**src/rtl/obi_mbox_resp.sv**
```systemverilog
// OBI mailbox slave: TX FIFO toward the MCU (TXDATA/CTRL) plus a one-word RX mailbox from it (RXDATA/STATUS); OBI_MBOX_DROP_ON_FULL_EN selects drop-on-full.
// Latency: gnt is combinational, rvalid/rdata one cycle after each grant; the MCU side sees pushes one cycle later.
// Backpressure: a TXDATA write to a full FIFO holds gnt low until it drains, unless drop-on-full is built in (then the word is dropped and ovf set).

module obi_mbox_fifo #(
    parameter int W     = 32,
    parameter int DEPTH = 4
) (
    input  logic                    clk,
    input  logic                    rst,
    input  logic                    clr,
    input  logic                    push,
    input  logic [W-1:0]            wdata,
    input  logic                    pop,
    output logic [W-1:0]            rdata,
    output logic                    empty,
    output logic                    full,
    output logic [$clog2(DEPTH):0]  level
);
    localparam int PW = $clog2(DEPTH);
    localparam int LW = PW + 1;

    logic [W-1:0]  mem [DEPTH];
    logic [PW-1:0] wr_ptr;
    logic [PW-1:0] rd_ptr;
    logic          do_push;
    logic          do_pop;

    assign empty   = (level == '0);
    assign full    = (level == LW'(DEPTH));
    assign do_push = push & ~full;
    assign do_pop  = pop & ~empty;
    // Head reads as zero when empty so stale storage never leaks out.
    assign rdata   = empty ? '0 : mem[rd_ptr];

    always_ff @(posedge clk) begin
        if (rst || clr) begin
            wr_ptr <= '0;
            rd_ptr <= '0;
            level  <= '0;
        end else begin
            if (do_push) wr_ptr <= wr_ptr + PW'(1);
            if (do_pop)  rd_ptr <= rd_ptr + PW'(1);
            case ({do_push, do_pop})
                2'b10:   level <= level + LW'(1);
                2'b01:   level <= level - LW'(1);
                default: level <= level;
            endcase
        end
    end

    always_ff @(posedge clk) begin
        if (do_push) mem[wr_ptr] <= wdata;
    end
endmodule

module obi_mbox_resp #(
    parameter int FIFO_DEPTH = 4
) (
    input  logic                         clk,
    input  logic                         rst,
    input  logic                         req,
    input  logic                         we,
    input  logic [3:0]                   be,
    input  logic [31:0]                  addr,
    input  logic [31:0]                  wdata,
    output logic                         gnt,
    output logic                         rvalid,
    output logic [31:0]                  rdata,
    input  logic                         mcu_pop,
    output logic [31:0]                  mcu_rdata,
    output logic                         mcu_empty,
    output logic [$clog2(FIFO_DEPTH):0]  mcu_level,
    input  logic                         mcu_push,
    input  logic [31:0]                  mcu_wdata,
    output logic                         mcu_rx_pending
);
    localparam logic [1:0] REG_TXDATA = 2'd0;
    localparam logic [1:0] REG_STATUS = 2'd1;
    localparam logic [1:0] REG_RXDATA = 2'd2;
    localparam logic [1:0] REG_CTRL   = 2'd3;
    localparam int         LW         = $clog2(FIFO_DEPTH) + 1;

    logic        fifo_full;
    logic        tx_wr_req;
    logic        tx_push;
    logic        ctrl_wr;
    logic        flush;
    logic        rx_rd;
    logic        ovf;
    logic [31:0] rx_word;
    logic [31:0] tx_word;
    logic [31:0] status;
    logic [31:0] rd_mux;
    logic [7:0]  level8;
    logic        unused_addr;

    assign unused_addr = ^{addr[31:4], addr[1:0]};

    assign tx_wr_req = req & we & (addr[3:2] == REG_TXDATA);

`ifdef OBI_MBOX_DROP_ON_FULL_EN
    assign gnt = req;
`else
    // Stall on registered fullness only, so a same-cycle pop cannot release it.
    assign gnt = req & ~(~rst & tx_wr_req & fifo_full);
`endif

    assign tx_push = gnt & tx_wr_req;
    assign ctrl_wr = gnt & we & (addr[3:2] == REG_CTRL);
    assign flush   = ctrl_wr & wdata[0];
    assign rx_rd   = gnt & ~we & (addr[3:2] == REG_RXDATA);

    assign tx_word = wdata & {{8{be[3]}}, {8{be[2]}}, {8{be[1]}}, {8{be[0]}}};

    obi_mbox_fifo #(
        .W     (32),
        .DEPTH (FIFO_DEPTH)
    ) u_tx_fifo (
        .clk   (clk),
        .rst   (rst),
        .clr   (flush),
        .push  (tx_push),
        .wdata (tx_word),
        .pop   (mcu_pop),
        .rdata (mcu_rdata),
        .empty (mcu_empty),
        .full  (fifo_full),
        .level (mcu_level)
    );

`ifdef OBI_MBOX_DROP_ON_FULL_EN
    always_ff @(posedge clk) begin
        if (rst) begin
            ovf <= 1'b0;
        end else if (tx_push && fifo_full) begin
            ovf <= 1'b1;
        end else if (ctrl_wr && wdata[1]) begin
            ovf <= 1'b0;
        end
    end
`else
    assign ovf = 1'b0;
`endif

    assign level8 = {{(8-LW){1'b0}}, mcu_level};
    assign status = {20'h0, ovf, mcu_rx_pending, mcu_empty, fifo_full, level8};

    always_comb begin
        rd_mux = '0;
        case (addr[3:2])
            REG_STATUS: rd_mux = status;
            REG_RXDATA: rd_mux = rx_word;
            default:    rd_mux = '0;
        endcase
    end

    always_ff @(posedge clk) begin
        if (rst) begin
            rvalid         <= 1'b0;
            rdata          <= '0;
            rx_word        <= '0;
            mcu_rx_pending <= 1'b0;
        end else begin
            rvalid <= gnt;
            rdata  <= (gnt && !we) ? rd_mux : '0;
            // A fresh MCU word outranks the read that consumes the old one.
            if (mcu_push) begin
                rx_word        <= mcu_wdata;
                mcu_rx_pending <= 1'b1;
            end else if (rx_rd) begin
                mcu_rx_pending <= 1'b0;
            end
        end
    end
endmodule
```
**config.mk**
```make
export PLATFORM = sky130hd
export DESIGN_NAME = obi_mbox_resp
export DESIGN_NICKNAME = d
export VERILOG_FILES = /design/src/rtl/obi_mbox_resp.sv
export SDC_FILE = /design/constraint.sdc
export NUM_CORES = 1
export LEC_CHECK = 0
export ABC_AREA = 1
export ABC_CLOCK_PERIOD_IN_PS = 8200
export CORE_ASPECT_RATIO = 1.5
export CORE_MARGIN = 5
export CORE_UTILIZATION = 54
export CTS_CLUSTER_SIZE = 14
export DETAILED_ROUTE_END_ITERATION = 8
export PLACE_DENSITY = 0.93
export SLEW_MARGIN = 20
export SYNTH_ARGS = -nofsm -noshare
export SYNTH_HDL_FRONTEND = slang
export SYNTH_SLANG_ARGS = --single-unit
```
**constraint.sdc**
```tcl
create_clock -name clk -period 8.2 [get_ports clk]
set_clock_uncertainty 0.15 [all_clocks]
set_input_delay 1.23 -clock clk [delete_from_list [all_inputs] [get_ports clk]]
set_output_delay 1.23 -clock clk [all_outputs]
set_load 0.005 [all_outputs]
```
# Word-level counts from Yosys, hierarchy flattened

Memory sizes are Yosys's and may differ from the RTL's. A register that Yosys moved wholly into a read port is not among the register bits.
Index checks and enable logic that the tools add are counted.

Register bits after elaboration: 73
Memory bits (writable): 128
Bits of input ports: 106
Output and inout port bits: 71
Memories: 1

Add/sub/neg operators: 4
Eq/ne operators: 6
Mux-type cells: 9
Bitwise operators: 20
Reductions and logical operators: 8

Memory list:

| name          | words | bits a word | rd ports | clocked after Yosys merged registers in | wr ports | RTL line | text |
|---|---|---|---|---|---|---|---|
| u_tx_fifo.mem | 4     | 32          | 1        | 1                                       | 1        | 23       | `logic [W-1:0] mem [DEPTH];` |

Operators by type and width:

| cell                                                 | number |
|---|---|
| case mux 32 bit (2 select lines)                     | 1 |
| bitwise AND 32 bit                                   | 1 |
| 2-to-1 mux 32 bit                                    | 1 |
| bitwise AND 1 bit                                    | 13 |
| equality test 2 bit (second input constant)          | 3 |
| inverter 1 bit                                       | 6 |
| case mux 3 bit (2 select lines)                      | 1 |
| adder 2 x 1 -> 2 bit (second input constant)         | 2 |
| equality test 2 x 1 -> 1 bit (second input constant) | 2 |
| 2-to-1 mux 1 bit                                     | 4 |
| 2-to-1 mux 2 bit                                     | 2 |
| nonzero test 2 bit                                   | 2 |
| adder 3 x 1 -> 3 bit (second input constant)         | 1 |
| equality test 3 bit (second input constant)          | 1 |
| zero test 3 bit                                      | 1 |
| subtractor 3 x 1 -> 3 bit (second input constant)    | 1 |
| zero test 2 bit                                      | 1 |
| OR reduction 2 bit                                   | 1 |
| logical AND 1 bit                                    | 1 |
| zero test 1 bit                                      | 1 |
| logical OR 1 bit                                     | 1 |

# Depth between registers and ports, before layout

Gate-level depths: netlist of the first run.

Depth in word-level cells: 11
Depth in mapped cells: 13

# Modules after synthesis

Synthesis of the first run repeated with hierarchy kept, for this count alone.

Cell total of the unflattened synthesis: 794
Area, all modules: 8060.2 µm²

Modules (own cells, without submodules):

| module        | times used | cells each | area each (µm²) | sequential area each (µm²) |
|---|---|---|---|---|
| obi_mbox_fifo | 1          | 478        | 5532.8          | 4023.9 |
| obi_mbox_resp | 1          | 316        | 2527.4          | 1321.3 |

# Worst setup path before layout of the first run

No wires, ideal clock.

Path kind: input -> register
Start point: input addr[2]
End point: memory u_tx_fifo.mem[0][0], enable pin
Library setup time: 0.421 ns
Arrival: 3.201 ns
Required time: 7.629 ns
Path slack: 4.427 ns
Stages on the path: 6
Cell sequence: inv_1 -> ha_1 -> nand3_1 -> nor2_1 -> inv_1 -> nor2_1

Cells in the longest elaborated chain, start to end: 10

RTL lines:

| element                                  | RTL line | text |
|---|---|---|
| from (decl)                              | 65       | `input logic [31:0] addr,` |
| zero test 2 bit *                        | 100      | `assign tx_wr_req = req & we & (addr[3:2] == REG_TXDATA);` |
| bitwise AND 1 bit *                      | 100      |  |
| bitwise AND 1 bit (2 in series)          | 106      | `assign gnt = req & ~(~rst & tx_wr_req & fifo_full);` |
| inverter 1 bit                           | 106      |  |
| bitwise AND 1 bit                        | 106      |  |
| bitwise AND 1 bit *                      | 109      | `assign tx_push = gnt & tx_wr_req;` |
| bitwise AND 1 bit *                      | 31       | `assign do_push = push & ~full;` |
| 2-to-1 mux 1 bit *                       | 53       | `if (do_push) mem[wr_ptr] <= wdata;` |
| 2-to-1 mux 1 bit (implied by the code) * | 53       |  |
| to (decl)                                | 23       |  |

Mark *: on every way between the ends. The rest lies on a longest branch, timed or not.

==> flow_summary.ini, run 1 <==
[clocking]
clock_path_buffers = 3
cts_setup_buffers = 0
clock_sinks = 203
clk_latency_ps = 470
path_clk_slew_ps = 60
ctsResizeCount = 0
cts.htree.levels = 1
cts_tree = yes
cts-hold-fix-buffers = 0
cts-root-buf = clkbuf_16
numCtsBuffers = 19

[critical_path]
worstPathRequired_ps = 6820
cp_slowest_cell = clkinv_1
critPathLaunchType = flop
path_class = reg2out
rr_worst_depth = 6
max_stage_delay_ps = 810
cp.depth = 6
critPathBufInv = 4
crit_fanout = 65
crit_arrival_ps = 3500
end_kind = output port
cp_top_family = buffers and inverters
crit_path_frequent_cell = buf_4
crit_chain = buf_4 > clkinv_1 > buf_4 > o21ai_0 > a21oi_1 > clkdlybuf4s50_1

[final_layout]
fillers = 996
layout_common_cells = 219 x nor2_1, 146 x clkdlybuf4s50_1, 128 x edfxtp_1, 101 x o21ai_0, 74 x dfxtp_1
final_nets = 1029
drive_gt1_share_pct = 5.08
area_delta_synth_final_pct = 27.4
insertedDiodeCount = 0
ff_latch_area_mm2 = 0.00535
final_util_pct = 69.6
mostFrequentLayoutCell = nor2_1
multiInputGateArea_mm2 = 0.00212

[yosys]
synth_warnings = 0
synth_area_mm2 = 0.00790
syn-num-nets = 895
netlist_instances = 779
synth_seq_area_share_pct = 67.7
avgSynthCellArea_um2 = 10.1
synth.area.top_cells = edfxtp_1 49%, dfxtp_1 19%, nor2_1 11%
synth_top_cell_area_share_pct = 48.7
synth_area_leader_cell = edfxtp_1
ys_types = 27
synth_seq_cells = 203

[sta]
setup_viol = 0
fin_hold_ws_ps = 292
fin_crit_sh_pct = 59.6
relSlewSlack_pct = 29.9
fmax_mhz = 205
slew_viol_final = 0
fin_crit_ps = 4880
fin_setup_tns_ps = 0
tightest_slew_ps = 1050
hold_viol = 0
rsz0062_at_grt = false

[global_routing]
grt_overflow = 0
grt_start_max_net_pins = 66
grt_pass1_vias = 5694
grt_first_pass_wirelength_um = 27500
grt_use_total_pct = 20.1
antenna_found_initial = 0

[worst_hold_path]
hold_depth = 2
hp-class = reg2reg

[drt]
vias = 5663
first_iter_violations = 317
viasPerCell = 5.05
wl_per_cell_um = 15.2
ant_nets = 0
drt_first_pass_iters = 5
drc_errors = 0
drt_wl_total_um = 17100

[die]
fp.dieH_um = 158
die_w_um = 109
io_pins = 177
die_area_mm2 = 0.0172
rows = 54
initial_utilization_pct = 54.6
core_area_mm2 = 0.0145

[power_and_ir_drop]
clkPwrFrac_pct = 37.7
p_seq_share_pct = 52.6
irDropWorstVdd_v = 0.000181
p_sw_w = 0.000458
power_density_mw_per_mm2 = 210
switching_share_pct = 21.7
leakagePower_nw = 3.81
p_comb_share_pct = 9.6
intPower_w = 0.00165

[job]
cap_viol_max_count = 0

[placed_design]
gp_congestion = 0.825
port_buffers = 146
dp_hpwl_um = 11100

[status]
status = finished clean
-- registers in the layout, summed over array words and instances (netlist names), named ones only --
register,flops
u_tx_fifo.wr_ptr,2
rvalid,1
u_tx_fifo.mem,128
mcu_rx_pending,1
u_tx_fifo.level,3
rx_word,32
rdata,32
u_tx_fifo.rd_ptr,2
-- area by class of cell --
cell class	instances	share of cell area (%)
sequential	203	53.2
multi-input combinational	465	21.1
timing repair buffer	153	15.1
clock buffer	28	5.36
inverter	71	2.65
tap	196	2.44
clock inverter	5	0.236
-- per-stage QoR --
step                area (µm²)  std cells  total power [W]  setup slack (ps)
global route             10100       1121          0.00219              3080
finish                   10100       1121          0.00211              3320
detailed placement        9500       1088          0.00134              3780
CTS                      10100       1121          0.00213              3280
floorplan                 7900        779          0.00123              4430
global placement          9500       1088          0.00133              3940
-- logic make-up after synthesis --
logic type	synth area share, %
flip-flops	67.7
adder cells (fa/ha/maj)	1.68
AO/OA/AOI/OAI	9.28
AND/OR/NAND/NOR	15.0
buffers and inverters	5.81
XOR/XNOR	0.554
-- cells in the mapped netlist (all sizes together) --
master / number
nand3: 4
nor3: 7
buf: 20
inv: 70
a22o: 1
clkinv: 1
dfxtp: 75
a21oi: 41
o21ai: 103
clkbuf: 20
xor2: 4
fa: 1
nand2: 70
edfxtp: 128
xnor2: 1
ha: 9
nor2: 224
-- worst reg2reg max path: stages (launching register included) --
cell and delay [ps]:
dfxtp_1 380, inv_2 80, nand2_2 60, nor2_2 50, nor2_1 230, inv_1 250
nor2_4 840
-- per-layer routing --
| layer | up-vias | GRT usage [%] | part of all wire, % |
|---|---|---|---|
| met5 | - | 0 | 0 |
| met4 | 0 | 5.72 | 1.6 |
| met3 | 23 | 6.73 | 11 |
| met2 | 224 | 36.3 | 51 |
| met1 | 2614 | 22.5 | 36 |
| li1 | 2802 | - | - |
-- power groups by stage --
stage | registers, W | logic [W] | clock network [W]
2_1_floorplan | 0.00113 | 0.000102 | 0
3_3_place_gp | 0.00113 | 0.000198 | 0
3_5_place_dp | 0.00113 | 0.000204 | 0
4_1_cts | 0.00111 | 0.000205 | 0.000810
5_1_grt | 0.00111 | 0.000227 | 0.000850
6_report | 0.00111 | 0.000203 | 0.000796
-- worst paths after layout --
kind,startpoint,to,slack [ps]
setup / recovery,flop,mcu_rdata[8],3320
hold / removal,rx_word[13]$_SDFFE_PP0P_,rdata[13]$_SDFF_PP0_,290
setup reg to reg,u_tx_fifo.level[0]$_SDFFE_PP0P_,u_tx_fifo.mem[3][14]$_DFFE_PP_,5740
hold reg to reg,rx_word[13]$_SDFFE_PP0P_,rdata[13]$_SDFF_PP0_,290
Note: power is estimated with default switching activity, not from simulation.
==> run 2, diff against run 1 <==
--- a/config.mk
+++ b/config.mk
@@ -6,13 +6,13 @@
 export NUM_CORES = 1
 export LEC_CHECK = 0
 export ABC_AREA = 1
-export ABC_CLOCK_PERIOD_IN_PS = 8200
+export ABC_CLOCK_PERIOD_IN_PS = 4500
 export CORE_ASPECT_RATIO = 1.5
 export CORE_MARGIN = 5
-export CORE_UTILIZATION = 54
+export CORE_UTILIZATION = 50
 export CTS_CLUSTER_SIZE = 14
 export DETAILED_ROUTE_END_ITERATION = 8
-export PLACE_DENSITY = 0.93
+export PLACE_DENSITY = 0.87
 export SLEW_MARGIN = 20
 export SYNTH_ARGS = -nofsm -noshare
 export SYNTH_HDL_FRONTEND = slang
==> constraint.sdc (replaced) <==
create_clock -name clk -period 4.5 [get_ports clk]
set_clock_uncertainty 0.15 [all_clocks]
set_input_delay 0.675 -clock clk [delete_from_list [all_inputs] [get_ports clk]]
set_output_delay 0.675 -clock clk [all_outputs]
set_load 0.005 [all_outputs]
==> flow_summary.ini, run 2 (same netlist as run 1, synthesis figures left out) <==
[status]
status = finished clean

[drt]
drc_errors = 0
drt_wl_total_um = 17600
viasPerCell = 5.00
vias = 5668
ant_nets = 0
wl_per_cell_um = 15.5
first_iter_violations = 292
drt_first_pass_iters = 4

[final_layout]
layout_common_cells = 219 x nor2_1, 146 x clkdlybuf4s50_1, 128 x edfxtp_1, 101 x o21ai_0, 74 x dfxtp_1
insertedDiodeCount = 0
mostFrequentLayoutCell = nor2_1
fin_area_mm2 = 0.0101
final_util_pct = 64.9
area_delta_synth_final_pct = 27.9
drive_gt1_share_pct = 5.81
largest_register_ffs = 128
top_regs = u_tx_fifo.mem (128), rdata (32), rx_word (32)
regMostFlops = u_tx_fifo.mem
final_nets = 1033

[sta]
tightest_slew_ps = 910
setup_viol = 0
fin_crit_ps = 3560
relSlewSlack_pct = 39.2
fin_setup_tns_ps = 0
slew_viol_final = 0
fmax_mhz = 281
rsz0062_at_grt = false
hold_viol = 0
fin_crit_sh_pct = 79.0

[power_and_ir_drop]
p_comb_share_pct = 9.5
leakagePower_nw = 3.83
p_seq_share_pct = 52.9
switching_share_pct = 22.0
power_density_mw_per_mm2 = 381
intPower_w = 0.00300
clkPwrFrac_pct = 37.7
irDropWorstVdd_v = 0.000338
p_sw_w = 0.000846

[global_routing]
antenna_found_initial = 0
grt_first_pass_wirelength_um = 27700
grt_start_max_net_pins = 43
grt_use_total_pct = 18.8
grt_pass1_vias = 5837
grt_overflow = 0

[clocking]
cts.htree.levels = 1
clock_path_buffers = 3
clk_latency_ps = 490
cts_setup_buffers = 0
path_clk_slew_ps = 70
clock_sinks = 203
numCtsBuffers = 19
cts_tree = yes
ctsResizeCount = 0
cts-root-buf = clkbuf_16
cts-hold-fix-buffers = 0

[worst_hold_path]
hp-class = reg2reg

[critical_path]
critPathBufInv = 2
path_class = reg2out
crit_end = mcu_rdata[21]
crit_path_frequent_cell = nor2_1
critPathLaunchType = flop
max_stage_delay_ps = 840
rr_worst_depth = 12
crit_chain = buf_4 > nor2_1 > nor2_1 > o21ai_0 > a21oi_1 > clkdlybuf4s50_1
end_kind = output port
cp_slowest_cell = dfxtp_2
timing.rr.end = u_tx_fifo.level[2]$_SDFFE_PP0P_
r2r_slack_ps = 1990
crit_arrival_ps = 2730
crit_fanout = 40
cp_top_family = buffers and inverters
worstPathRequired_ps = 3670
rr_startpoint = u_tx_fifo.level[2]$_SDFFE_PP0P_
cp.depth = 6

[placed_design]
dpl_cell_area_mm2 = 0.00953
gp_congestion = 0.817
port_buffers = 146
dp_hpwl_um = 11200

[die]
initial_utilization_pct = 50.8
die_area_mm2 = 0.0185
io_pins = 177
core_area_mm2 = 0.0156
die_w_um = 113
fp.dieH_um = 164
rows = 56

[job]
cap_viol_max_count = 0
==> run 2: worst min path at each step <==
| stage | startpoint | to | slack, ps | cells past startpoint |
|---|---|---|---|---|
| 2_1_floorplan | rx_word[11]$_SDFFE_PP0P_ | rdata[11]$_SDFF_PP0_ | 270 | 2 |
| 6_report | rx_word[26]$_SDFFE_PP0P_ | rdata[26]$_SDFF_PP0_ | 290 | 2 |
| 5_1_grt | rx_word[6]$_SDFFE_PP0P_ | rdata[6]$_SDFF_PP0_ | 310 | 2 |
| 3_3_place_gp | rx_word[5]$_SDFFE_PP0P_ | rdata[5]$_SDFF_PP0_ | 270 | 2 |
| 3_5_place_dp | rx_word[5]$_SDFFE_PP0P_ | rdata[5]$_SDFF_PP0_ | 280 | 2 |
| 4_1_cts | rx_word[26]$_SDFFE_PP0P_ | rdata[26]$_SDFF_PP0_ | 290 | 2 |
==> run 2: cell type report <==
| class | instances | area [µm²] |
|---|---|---|
| fillers | 1187 | 5460 |
| flip-flops and latches | 203 | 5350 |
| inverters | 71 | 267 |
| clock inverters | 6 | 35.0 |
| well taps | 203 | 254 |
| repair buffers | 157 | 1540 |
| clock buffers | 28 | 529 |
| multi-input cells | 465 | 2120 |
==> run 2: power groups by stage <==
stage	Sequential (W)	Combinational, W	Clock (W)
2_1_floorplan	0.00206	0.000185	0
3_3_place_gp	0.00207	0.000355	0
3_5_place_dp	0.00208	0.000365	0
4_1_cts	0.00204	0.000368	0.00148
5_1_grt	0.00204	0.000403	0.00157
6_report	0.00204	0.000365	0.00145
==> run 2: tightest hold or removal path: stages, from the launching register on <==
cell	delay, ps
dfxtp_1	300
inv_1	60
nor3_1	50
==> run 2: stage by stage <==
| step | worst slack [ps] | power (W) | hold slack (ps) | cells |
|---|---|---|---|---|
| global placement | 1180 | 0.00243 | 274 | 1099 |
| global route | 748 | 0.00401 | 307 | 1133 |
| CTS | 930 | 0.00389 | 287 | 1133 |
| detailed placement | 1150 | 0.00244 | 282 | 1099 |
| finish | 943 | 0.00385 | 286 | 1133 |
| floorplan | 1280 | 0.00225 | 270 | 779 |
==> run 2: layer usage <==
metal  wire (µm)  track usage, %  vias to the layer above  part of all wire, %
met4         374            7.44                        0                  2.1
met3        1820            7.37                       34                   10
met5           0               0                        -                    0
li1            -               -                     2817                    -
met1        6190            18.8                     2619                   35
met2        9190            34.7                      198                   52
==> run 3, diff against run 2 <==
--- a/config.mk
+++ b/config.mk
@@ -6,13 +6,13 @@
 export NUM_CORES = 1
 export LEC_CHECK = 0
 export ABC_AREA = 1
-export ABC_CLOCK_PERIOD_IN_PS = 4500
+export ABC_CLOCK_PERIOD_IN_PS = 3090
 export CORE_ASPECT_RATIO = 1.5
 export CORE_MARGIN = 5
-export CORE_UTILIZATION = 50
+export CORE_UTILIZATION = 45
 export CTS_CLUSTER_SIZE = 14
 export DETAILED_ROUTE_END_ITERATION = 8
-export PLACE_DENSITY = 0.87
+export PLACE_DENSITY = 0.83
 export SLEW_MARGIN = 20
 export SYNTH_ARGS = -nofsm -noshare
 export SYNTH_HDL_FRONTEND = slang
==> constraint.sdc (replaced) <==
create_clock -name clk -period 3.09 [get_ports clk]
set_clock_uncertainty 0.15 [all_clocks]
set_input_delay 0.4635 -clock clk [delete_from_list [all_inputs] [get_ports clk]]
set_output_delay 0.4635 -clock clk [all_outputs]
set_load 0.005 [all_outputs]
==> flow_summary.ini, run 3 (same netlist as run 1, synthesis figures left out) <==
[sta]
fin_crit_ps = 2890
relSlewSlack_pct = 66.3
fin_crit_sh_pct = 93.4
hold_viol = 0
setup_viol = 0
setup_ws_ps = 204
fmax_mhz = 346
fin_setup_tns_ps = 0
slew_viol_final = 0
tightest_slew_ps = 504
rsz0062_at_grt = false

[die]
die_w_um = 118
io_pins = 177
initial_utilization_pct = 45.5
fp.dieH_um = 172
die_area_mm2 = 0.0204
core_area_mm2 = 0.0173
rows = 59

[final_layout]
area_delta_synth_final_pct = 30.4
insertedDiodeCount = 0
top_regs = u_tx_fifo.mem (128), rdata (32), rx_word (32)
layout_common_cells = 219 x nor2_1, 146 x clkdlybuf4s50_1, 128 x edfxtp_1, 101 x o21ai_0, 74 x dfxtp_1
final_nets = 1052
mostFrequentLayoutCell = nor2_1
regMostFlops = u_tx_fifo.mem
largest_register_ffs = 128
drive_gt1_share_pct = 7.40
fillers = 1401

[power_and_ir_drop]
clkPwrFrac_pct = 36.8
switching_share_pct = 22.1
irDropWorstVdd_v = 0.000456
p_seq_share_pct = 53.0
leakagePower_nw = 3.91
p_comb_share_pct = 10.2
intPower_w = 0.00434
p_sw_w = 0.00123
power_density_mw_per_mm2 = 541

[worst_hold_path]
hp-class = reg2reg

[drt]
wl_per_cell_um = 15.4
vias = 5703
ant_nets = 0
drt_first_pass_iters = 4
drt_wl_total_um = 17900
drc_errors = 0
viasPerCell = 4.92
first_iter_violations = 269

[clocking]
path_clk_slew_ps = 60
clk_latency_ps = 480
cts_tree = yes
clock_sinks = 203
cts.htree.levels = 1
cts-root-buf = clkbuf_16
numCtsBuffers = 19
clock_path_buffers = 3

[global_routing]
grt_first_pass_wirelength_um = 28600
grt_start_max_net_pins = 33
grt_use_total_pct = 17.3
antenna_found_initial = 0
grt_overflow = 0
grt_pass1_vias = 5776

[status]
status = finished clean

[critical_path]
path_class = reg2out
crit_arrival_ps = 2270
critPathLaunchType = flop
end_kind = output port
crit_fanout = 5
worstPathRequired_ps = 2480

[placed_design]
detailedPlace.worstSlack_ps = 288
gp_congestion = 0.818
port_buffers = 146
dp_hpwl_um = 12400

[job]
cap_viol_max_count = 0
run 3: changes by cell type in the layout (fill, tap and decap cells not counted), moves of 2 or more:
cell | previous run | this run
buf_4 | 11 | 24
clkbuf_8 | 2 | 0
buf_12 | 0 | 5
inv_6 | 2 | 0
inv_2 | 5 | 3
clkinv_1 | 1 | 3
clkinvlp_4 | 0 | 3
run 3: metal layers:
layer	up-vias	part of all wire (%)	global-route usage [%]
met4	0	1.9	5.14
met1	2665	36	17.8
met5	-	0	0
met3	26	9.6	7.07
li1	2849	-	-
met2	163	53	32.0
run 3: final timing paths:
path	from	to	slack [ps]	cells past startpoint
worst max register to register	u_tx_fifo.level[2]$_SDFFE_PP0P_	u_tx_fifo.level[2]$_SDFFE_PP0P_	920	12
worst min-delay path	rx_word[7]$_SDFFE_PP0P_	rdata[7]$_SDFF_PP0_	290	2
worst max-delay path	u_tx_fifo.level[2]$_SDFFE_PP0P_	mcu_rdata[7]	200	6
worst min register to register	rx_word[7]$_SDFFE_PP0P_	rdata[7]$_SDFF_PP0_	290	2
run 3: power by group through the flow:
stage               clock [W]  combinational [W]  sequential (W)
detailed placement          0           0.000558         0.00301
floorplan                   0           0.000270         0.00300
global placement            0           0.000547         0.00301
global route          0.00221           0.000636         0.00296
finish                0.00205           0.000570         0.00295
CTS                   0.00209           0.000562         0.00295
run 3: metrics by stage:
stage	cell area, µm²	instances	util [%]	hold slack (ps)	power [W]
global placement	9710	1122	56.0	273	0.00356
global route	10300	1159	59.4	310	0.00580
finish	10300	1159	59.4	287	0.00557
floorplan	7900	779	-	270	0.00327
CTS	10300	1155	59.1	290	0.00561
detailed placement	9710	1122	56.0	282	0.00357
run 3: critical path, cell delays in order, from the launching register on:
cell and delay, ps:
dfxtp_1 380, inv_1 90, nand3_1 170, clkinvlp_4 140, buf_4 170, a21oi_1 240, clkdlybuf4s50_1 590
run 3: timing repair:
action                     4_1_cts  5_1_grt
setup buffers                    2        4
setup endpoints to repair        1       24
hold buffers                     0        0
gates resized for setup          1        3
run 3: layout make-up:
type | count | area (µm²) | area share, %
Clock buffer | 25 | 498 | 4.84
Timing Repair Buffer | 176 | 1750 | 17.0
Tap cell | 213 | 267 | 2.59
Multi-Input combinational cell | 465 | 2120 | 20.6
Sequential cell | 203 | 5350 | 52.0
Clock inverter | 6 | 32.5 | 0.316
Inverter | 71 | 274 | 2.66
